File: src/rtl/spi_slave_if.sv
// Signal bundle between spi_slave and its environment: the SPI pins plus the
// fabric-side TX holding register and RX strobe.
interface spi_slave_if;
    logic       nCS;
    logic       SCLK;
    logic       MOSI;
    logic       MISO;
    logic       miso_oe;
    logic       CPOL;
    logic       CPHA;
    logic       tx_wr;
    logic [7:0] tx_data;
    logic       tx_full;
    logic       rx_valid;
    logic [7:0] rx_data;
    logic       busy;
    logic       underrun;
    logic       frame_err;

    // The master side combines the external SPI master and the host logic.
    modport master (
        output nCS, SCLK, MOSI, CPOL, CPHA, tx_wr, tx_data,
        input  MISO, miso_oe, tx_full, rx_valid, rx_data, busy, underrun, frame_err
    );

    modport slave (
        input  nCS, SCLK, MOSI, CPOL, CPHA, tx_wr, tx_data,
        output MISO, miso_oe, tx_full, rx_valid, rx_data, busy, underrun, frame_err
    );
endinterface

File: src/rtl/spi_slave.sv
// Byte-oriented SPI slave for all four CPOL/CPHA modes, oversampled in the clk domain.
// Define SPI_SLAVE_LSB_FIRST_EN to shift LSB first; the default build is MSB first.
module spi_slave #(
    parameter int         SYNC_STAGES = 2,
    parameter logic [7:0] DEFAULT_TX  = 8'hFF
) (
    input logic        clk,
    input logic        rst,
    spi_slave_if.slave bus
);
    localparam logic [1:0] IDLE  = 2'd0;
    localparam logic [1:0] LOAD  = 2'd1;
    localparam logic [1:0] SHIFT = 2'd2;

    logic [SYNC_STAGES-1:0] ncs_sync;
    logic [SYNC_STAGES-1:0] sclk_sync;
    logic [SYNC_STAGES-1:0] mosi_sync;
    logic                   ncs_s;
    logic                   sclk_s;
    logic                   mosi_s;
    logic                   ncs_prev;
    logic                   sclk_prev;

    logic [1:0] state;
    logic       cpol_q;
    logic       cpha_q;
    logic [2:0] bit_cnt;
    logic [7:0] tx_shift;
    logic [7:0] tx_next;
    logic [7:0] rx_shift;
    logic [7:0] rx_next;
    logic [7:0] rx_data_q;
    logic       rx_valid_q;
    logic       underrun_q;
    logic       frame_err_q;
    logic [7:0] tx_hold;
    logic       tx_full_q;

    logic ncs_fall;
    logic sclk_toggle;
    logic lead_edge;
    logic trail_edge;
    logic sample_edge;
    logic shift_edge;
    logic load_take;

    // NOTE: the synchronizers reset to the deselected bus levels, so leaving reset never fakes a select.
    always_ff @(posedge clk or posedge rst) begin
        if (rst) begin
            ncs_sync  <= '1;
            sclk_sync <= '0;
            mosi_sync <= '0;
            ncs_prev  <= 1'b1;
            sclk_prev <= 1'b0;
        end else begin
            ncs_sync  <= {ncs_sync[SYNC_STAGES-2:0], bus.nCS};
            sclk_sync <= {sclk_sync[SYNC_STAGES-2:0], bus.SCLK};
            mosi_sync <= {mosi_sync[SYNC_STAGES-2:0], bus.MOSI};
            ncs_prev  <= ncs_s;
            sclk_prev <= sclk_s;
        end
    end

    assign ncs_s  = ncs_sync[SYNC_STAGES-1];
    assign sclk_s = sclk_sync[SYNC_STAGES-1];
    assign mosi_s = mosi_sync[SYNC_STAGES-1];

    assign ncs_fall    = ncs_prev & ~ncs_s;
    assign sclk_toggle = sclk_s ^ sclk_prev;
    assign lead_edge   = sclk_toggle & (sclk_s != cpol_q);
    assign trail_edge  = sclk_toggle & (sclk_s == cpol_q);
    assign sample_edge = cpha_q ? trail_edge : lead_edge;
    // With no bit sampled yet in this byte, a shift edge would push the freshly loaded
    // MSB away (CPHA=1 first leading edge, CPHA=0 trailing edge after a byte completes).
    assign shift_edge  = (cpha_q ? lead_edge : trail_edge) & (bit_cnt != 3'd0);

`ifdef SPI_SLAVE_LSB_FIRST_EN
    assign rx_next  = {mosi_s, rx_shift[7:1]};
    assign tx_next  = {1'b1, tx_shift[7:1]};
    assign bus.MISO = tx_shift[0];
`else
    assign rx_next  = {rx_shift[6:0], mosi_s};
    assign tx_next  = {tx_shift[6:0], 1'b1};
    assign bus.MISO = tx_shift[7];
`endif

    assign load_take = (state == LOAD) & ~ncs_s & tx_full_q;

    // A write always wins over the LOAD hand-off, so a byte written in the LOAD clk stays held.
    always_ff @(posedge clk or posedge rst) begin
        if (rst) begin
            tx_hold   <= 8'h00;
            tx_full_q <= 1'b0;
        end else if (bus.tx_wr) begin
            tx_hold   <= bus.tx_data;
            tx_full_q <= 1'b1;
        end else if (load_take) begin
            tx_full_q <= 1'b0;
        end
    end

    always_ff @(posedge clk or posedge rst) begin
        if (rst) begin
            state       <= IDLE;
            cpol_q      <= 1'b0;
            cpha_q      <= 1'b0;
            bit_cnt     <= 3'd0;
            tx_shift    <= 8'hFF;
            rx_shift    <= 8'h00;
            rx_data_q   <= 8'h00;
            rx_valid_q  <= 1'b0;
            underrun_q  <= 1'b0;
            frame_err_q <= 1'b0;
        end else begin
            // NOTE: strobes default low every clk; the branches below raise them for one cycle only.
            rx_valid_q  <= 1'b0;
            underrun_q  <= 1'b0;
            frame_err_q <= 1'b0;

            if (ncs_fall) begin
                cpol_q <= bus.CPOL;
                cpha_q <= bus.CPHA;
            end

            case (state)
                IDLE: begin
                    if (ncs_fall) state <= LOAD;
                end
                LOAD: begin
                    if (ncs_s) begin
                        state <= IDLE;
                    end else begin
                        tx_shift   <= tx_full_q ? tx_hold : DEFAULT_TX;
                        underrun_q <= ~tx_full_q;
                        bit_cnt    <= 3'd0;
                        state      <= SHIFT;
                    end
                end
                SHIFT: begin
                    if (ncs_s) begin
                        frame_err_q <= (bit_cnt != 3'd0);
                        state       <= IDLE;
                    end else if (sample_edge) begin
                        rx_shift <= rx_next;
                        bit_cnt  <= bit_cnt + 3'd1;
                        if (bit_cnt == 3'd7) begin
                            rx_data_q  <= rx_next;
                            rx_valid_q <= 1'b1;
                            state      <= LOAD;
                        end
                    end else if (shift_edge) begin
                        tx_shift <= tx_next;
                    end
                end
                default: state <= IDLE;
            endcase
        end
    end

    assign bus.miso_oe   = ~ncs_s;
    assign bus.busy      = (state != IDLE);
    assign bus.tx_full   = tx_full_q;
    assign bus.rx_valid  = rx_valid_q;
    assign bus.rx_data   = rx_data_q;
    assign bus.underrun  = underrun_q;
    assign bus.frame_err = frame_err_q;
endmodule

File: src/flat_wrapper.sv
// flat-port wrapper written by rule: the top's interface ports become plain ports
module spi_slave_flat 
#(
    parameter int         SYNC_STAGES = 2,
    parameter logic [7:0] DEFAULT_TX  = 8'hFF
)
  (clk, rst, bus_nCS, bus_SCLK, bus_MOSI, bus_CPOL, bus_CPHA, bus_tx_wr, bus_tx_data, bus_MISO, bus_miso_oe, bus_tx_full, bus_rx_valid, bus_rx_data, bus_busy, bus_underrun, bus_frame_err);
  spi_slave_if bus_i ();
  input logic clk;
  input logic rst;
  input wire logic [$bits(bus_i.nCS)-1:0] bus_nCS;
  input wire logic [$bits(bus_i.SCLK)-1:0] bus_SCLK;
  input wire logic [$bits(bus_i.MOSI)-1:0] bus_MOSI;
  input wire logic [$bits(bus_i.CPOL)-1:0] bus_CPOL;
  input wire logic [$bits(bus_i.CPHA)-1:0] bus_CPHA;
  input wire logic [$bits(bus_i.tx_wr)-1:0] bus_tx_wr;
  input wire logic [$bits(bus_i.tx_data)-1:0] bus_tx_data;
  output wire logic [$bits(bus_i.MISO)-1:0] bus_MISO;
  output wire logic [$bits(bus_i.miso_oe)-1:0] bus_miso_oe;
  output wire logic [$bits(bus_i.tx_full)-1:0] bus_tx_full;
  output wire logic [$bits(bus_i.rx_valid)-1:0] bus_rx_valid;
  output wire logic [$bits(bus_i.rx_data)-1:0] bus_rx_data;
  output wire logic [$bits(bus_i.busy)-1:0] bus_busy;
  output wire logic [$bits(bus_i.underrun)-1:0] bus_underrun;
  output wire logic [$bits(bus_i.frame_err)-1:0] bus_frame_err;
  assign bus_i.nCS = bus_nCS;
  assign bus_i.SCLK = bus_SCLK;
  assign bus_i.MOSI = bus_MOSI;
  assign bus_i.CPOL = bus_CPOL;
  assign bus_i.CPHA = bus_CPHA;
  assign bus_i.tx_wr = bus_tx_wr;
  assign bus_i.tx_data = bus_tx_data;
  assign bus_MISO = bus_i.MISO;
  assign bus_miso_oe = bus_i.miso_oe;
  assign bus_tx_full = bus_i.tx_full;
  assign bus_rx_valid = bus_i.rx_valid;
  assign bus_rx_data = bus_i.rx_data;
  assign bus_busy = bus_i.busy;
  assign bus_underrun = bus_i.underrun;
  assign bus_frame_err = bus_i.frame_err;
  spi_slave #(.SYNC_STAGES(SYNC_STAGES), .DEFAULT_TX(DEFAULT_TX)) u_core (.clk(clk), .rst(rst), .bus(bus_i));
endmodule
File: config.mk
export PLATFORM = sky130hd
export DESIGN_NAME = spi_slave_flat
export DESIGN_NICKNAME = d
export VERILOG_FILES = /design/src/rtl/spi_slave_if.sv /design/src/rtl/spi_slave.sv /design/src/flat_wrapper.sv
export SDC_FILE = /design/constraint.sdc
export NUM_CORES = 1
export LEC_CHECK = 0
export ABC_CLOCK_PERIOD_IN_PS = 3800
export CAP_MARGIN = 25
export CORE_MARGIN = 3
export CORE_UTILIZATION = 35
export CTS_CLUSTER_SIZE = 24
export DETAILED_ROUTE_END_ITERATION = 7
export MAX_ROUTING_LAYER = met4
export PLACE_DENSITY = 0.64
export SLEW_MARGIN = 20
export SYNTH_ARGS = -nofsm -noshare
export SYNTH_HDL_FRONTEND = slang
export SYNTH_SLANG_ARGS = --single-unit
File: constraint.sdc
create_clock -name clk -period 3.8 [get_ports clk]
set_clock_uncertainty 0.1 [all_clocks]
set_input_delay 0.76 -clock clk [delete_from_list [all_inputs] [get_ports clk]]
set_output_delay 0.76 -clock clk [all_outputs]
set_load 0.05 [all_outputs]
* Word level (Yosys, flattened, before mapping)
Cells that the tools add are included.
** Storage, ports and cells
- Input bits :: 16
- Logic and storage cells :: 78
- Flip-flop bits (word level) :: 50
** Cells by class
- $add $sub $neg :: 1
- Multiplexer cells :: 28
- Bitwise logic cells :: 9
- Reductions and logical operators :: 10
- Eq/ne operators :: 13
** Operator list (number)
- 2-to-1 mux 8 bit :: 5
- one-hot mux 8 bit (2 select lines) :: 1
- 2-to-1 mux 1 bit :: 12
- 2-to-1 mux 2 bit :: 5
- 2-to-1 mux 3 bit :: 3
- AND reduction 4 bit :: 2
- AND 1 bit :: 6
- inequality test 2 x 1 -> 1 bit, second input constant :: 3
- inequality test 2 bit, second input constant :: 3
- inequality test 3 x 1 -> 1 bit, second input constant :: 2
- one-hot mux 2 bit (3 select lines) :: 1
- one-hot mux 3 bit (2 select lines) :: 1
- AND reduction 3 bit :: 2
- nonzero test 2 bit :: 3
- AND reduction 5 bit :: 1
- adder 3 x 1 -> 3 bit, second input constant :: 1
- equality test 3 bit, second input constant :: 1
- nonzero test 3 bit :: 1
- equality test 2 x 1 -> 1 bit, second input constant :: 1
- equality test 2 bit, second input constant :: 1
- zero test 2 bit :: 1
- NOT 1 bit :: 2
- equality test 1 bit :: 1
- inequality test 1 bit :: 1
- bitwise XOR 1 bit :: 1

* Depth between registers and ports, before layout
- Depth after elaboration :: 8
- Gate-level depth with buffers :: 8

* Worst setup path before layout
OpenSTA, ideal clock, no wires.
- Kind :: register -> register
- Start :: register u_core.state[0]
- End :: register u_core.rx_shift[0]
- Data arrival time :: 1.617 ns
- Required time :: 3.573 ns
- Buffers on the path :: 0
- Period minus slack after synthesis :: 1.845 ns
- Cell stages (with the launch flop) :: 7
- Library setup time :: 0.127 ns
- Path slack :: 1.955 ns
- Cells stage by stage :: dfrtp_1 inv_1 ha_1 clkinv_1 nor2_1 nand2_1 mux2_1
** On the way
- Word-level cells in the longest chain between the ends :: 2
** Ends and longest elaborated chain
- from (decl) :: RTL line spi_slave.sv:24 : logic [1:0] state;
- from (signal assigned) :: RTL line spi_slave.sv:104 : state <= IDLE;
- from (signal assigned) :: RTL line spi_slave.sv:127 : if (ncs_fall) state <= LOAD;
- from (signal assigned) :: RTL line spi_slave.sv:131 : state <= IDLE;
- equality test 2 bit :: RTL line spi_slave.sv:125 : case (state)
- AND reduction 3 bit (no source line)
- to (signal assigned) :: RTL line spi_slave.sv:144 : rx_shift <= rx_next;
- to (decl) :: RTL line spi_slave.sv:30 : logic [7:0] rx_shift;
No other way between the ends.
A chain may end at the register's enable or synchronous reset.

* Worst setup path in the final report
- Start :: register u_core.state[0]
- End :: output port bus_busy
** On the way
- Word-level cells in the longest chain between the ends :: 1
** Ends and longest elaborated chain
- nonzero test 2 bit :: RTL line spi_slave.sv:161 : assign bus.busy = (state != IDLE);
- to (decl) :: RTL line flat_wrapper.sv:23 : output wire logic [$bits(bus_i.busy)-1:0] bus_busy;
No other way between the ends.

==> key figures <==
Worst setup path
  • CP endpoint kind: output pin
  • RR Startpoint: u_core.state[0]
  • R2R Setup Slk: 1.28 ns
  • CP Class: register to output pin
  • Crit-path max FO: 4
  • CP Cell Sequence: inv_1, ha_1, inv_1, clkdlybuf4s50_1
  • Most frequent CP cell: inv_1
  • Critical path's slowest cell: clkdlybuf4s50_1
  • CP bufs+invs: 3
  • Worst endpoint data arrival time: 1.86 ns
  • Crit path max-delay family: buffers and inverters
  • Reg2reg end: u_core.rx_shift[0]
  • CP Launch Type: register
  • Slowest cell delay on critical path: 0.79 ns
  • Required time worst endpoint: 2.94 ns
  • Worst Reg-to-Reg Cells: 6

Hold path
  • WHS Endpoint: u_core.sclk_sync[1]
  • Worst hold start: u_core.sclk_sync[0]
  • Worst min path class: register to register
  • Hold path depth: 0

CTS
  • Clock Pin Slew Worst Setup and Hold Paths: 0.09 ns
  • Htree depth: 2
  • Cts-stage hold buffer count: 0
  • Sink Count: 50
  • Setup Fix Bufs, Post-CTS: 0
  • Worst skew pair latency: 0.30 ns
  • Clock Path Buffers: 2
  • Root Driver: clkbuf_8
  • Number of gates resized after CTS: 0
  • Num CTS Buffers: 5
  • CTS tree: yes

Power
  • P_leak: 1.202 nW
  • Clock Power Share: 21.4%
  • Max rail drop VDD: 244.4 uV
  • Psw: 537.7 uW
  • Tot Pwr: 1.585 mW
  • Power per cell area: 592.1 nW/um^2
  • Total internal power: 1.047 mW
  • Sw Ratio: 33.93%
  • Sequential share of power: 45.1%
  • Comb pwr share: 33.5%

Place
  • Placed instance count: 267
  • RePlAce Congestion: 0.7758
  • Port Buffers: 30
  • DP Worst Slack: 1.281 ns
  • DP Area: 2571 um^2
  • Post-DP HPWL: 2.719 mm

STA
  • Finish-stage setup viols: 0
  • Final WS setup: 1.078 ns
  • Fraction of the cycle the final worst path needs: 71.62%
  • Fmax: 367.4 MHz
  • Fin. Hold Viols: 0
  • Worst slew margin: 66.40%
  • Worst-Margin Slew: 0.5025 ns
  • Unrepaired setup endpoints after global routing: false
  • Final max-slew violation count: 0
  • Setup TNS: 0 ns
  • Min Tclk post-route: 2.722 ns

Global route
  • Vias in the first global route: 1416
  • Global route total overflow: 0
  • Total track usage: 12.05%
  • Largest net degree at the start of global routing: 35
  • Global-route wire length before repair: 6.741 mm
  • Initial antenna violation count: 0

Die
  • Top Ports: 31
  • Die ar.: 7176 um^2
  • Starting Density: 36.41%
  • Die H: 84.71 um
  • Rows: 28
  • Chip width: 84.71 um
  • Core ar.: 5956 um^2

Layout
  • Layout cells sized above 1: 18.00%
  • Layout area overhead: 23.43%
  • Most frequent cells in the layout: dfrtp_1, clkdlybuf4s50_1, mux2_1
  • Non-Filler Instances: 275
  • Commonest non-fill, non-tap cell in the layout: dfrtp_1
  • Fin area: 2676 um^2
  • # nets final: 222
  • Diodes inserted: 0
  • Fillers: 590

Synthesis
  • Syn_area_per_cell: 13.22 um^2
  • Syn Nets: 187
  • Cell count after synthesis: 164
  • Sequential fraction of the synthesis area: 58.34%
  • Yosys cell types: 33
  • Synth warn: 0
  • Post-Syn Area: 2168 um^2
  • Post-synthesis register bit count: 50

Flow run
  • Max Cap Viol: 0

Route
  • DRC Markers: 0
  • Final ANT Viol Nets: 0
  • Vias per cell: 5.029
  • DR vias: 1383
  • DRT Wirelength: 3.816 mm
  • DR WL/cell: 13.88 um
  • DRT Pass-1 Iters: 4
  • Initial DRC Count: 65

Run status
  • Run status: finished clean
## cells by family (layout without fill, tap and decap cells)
family                   count (synthesis)  after routing  synth area share [%]
XOR/XNOR                                 1              1                0.7503
buffers and inverters                   18             54                 3.116
adder cells (fa/ha/maj)                  7              7                 4.039
flip-flops                              50             50                 58.34
AO/OA/AOI/OAI                           24             24                 9.348
AND/OR/NAND/NOR                         31             31                 7.559
multiplexers                            33             33                 16.85
## power by group through the flow
stage / clock network, mW / registers, mW / logic, mW
final: 0.340 / 0.714 / 0.531
after global routing: 0.376 / 0.727 / 0.588
after CTS: 0.351 / 0.714 / 0.535
after detailed placement: 0 / 0.725 / 0.533
after global placement: 0 / 0.721 / 0.524
after floorplan: 0 / 0.737 / 0.378
## cells in the mapped netlist
cell type   n  area share, %
mux2i_1     5            2.3
a311oi_1    4            1.6
a2111oi_0   4            1.6
and2_1      1           0.29
a2bb2oi_1   3            1.2
o21ai_1     1           0.23
o22ai_1     3           0.87
nand2b_1    6            1.7
nand4_1     1           0.29
a21o_1      1           0.35
o32ai_1     4            1.6
nor2b_1     2           0.58
clkinv_1    1           0.17
nor3_1      1           0.23
nor2_1      3           0.52
nand3b_1    2           0.69
a31oi_2     1           0.58
o31ai_1     1           0.35
or2_1       1           0.29
mux2_1     16            8.3
dfstp_2    11             13
nand3_1     1           0.23
inv_1      14            2.4
or3b_4      1           0.52
clkbuf_1    3           0.52
o32a_1      1           0.46
dfrtp_1    39             45
mux2_2     12            6.2
xnor2_2     1           0.75
a32o_1      1           0.46
ha_1        7            4.0
nand2_1    11            1.9
or3_1       1           0.29
## flip-flops by register name (all words and copies together) (netlist names)
signal                flops
u_core.bit_cnt            3
u_core.sclk_prev          1
u_core.bus.tx_full        1
u_core.bus.frame_err      1
u_core.ncs_prev           1
u_core.bus.underrun       1
u_core.tx_hold            8
u_core.ncs_sync           2
u_core.bus.rx_valid       1
u_core.bus.rx_data        8
u_core.mosi_sync          2
u_core.cpha_q             1
u_core.state              2
u_core.rx_shift           7
u_core.sclk_sync          2
u_core.tx_shift           8
u_core.cpol_q             1
## layer usage
metal | track usage [%] | share of wire (%)
met5 | - | 0
met4 | 4.317 | 1.2
met3 | 3.042 | 3.4
met2 | 18.29 | 48
met1 | 15.67 | 47
## cell type report
type | instances | area [um^2] | area share (%)
clock buffers | 7 | 96.34 | 3.600
clock inverters | 1 | 8.758 | 0.3273
inverters | 15 | 56.30 | 2.104
multi-input cells | 96 | 835.8 | 31.23
flip-flops and latches | 50 | 1265 | 47.26
well taps | 75 | 93.84 | 3.506
repair buffers | 31 | 320.3 | 11.97
## per-stage QoR
stage                     hold WS [ns]  utilization (%)
after global placement          0.2338            42.84
after global routing            0.2653            44.94
after floorplan                 0.2312                -
final                           0.2539            44.94
after CTS                       0.2580            44.94
after detailed placement        0.2364            43.17
## how the worst max path moves through the flow
| stage | start | end | slack (ns) | depth (start not counted) |
|---|---|---|---|---|
| after detailed placement | u_core.state[0] | u_core.rx_shift[0] | 1.28 | 6 |
| after floorplan | rst | u_core.bit_cnt[0] | 1.76 | 1 |
| after CTS | u_core.state[0] | bus_busy | 1.06 | 4 |
| final | u_core.state[0] | bus_busy | 1.08 | 4 |
| after global placement | u_core.state[0] | u_core.rx_shift[5] | 1.36 | 6 |
| after global routing | u_core.state[1] | bus_busy | 1.00 | 4 |
No activity file was read; power rests on OpenSTA's default activity.
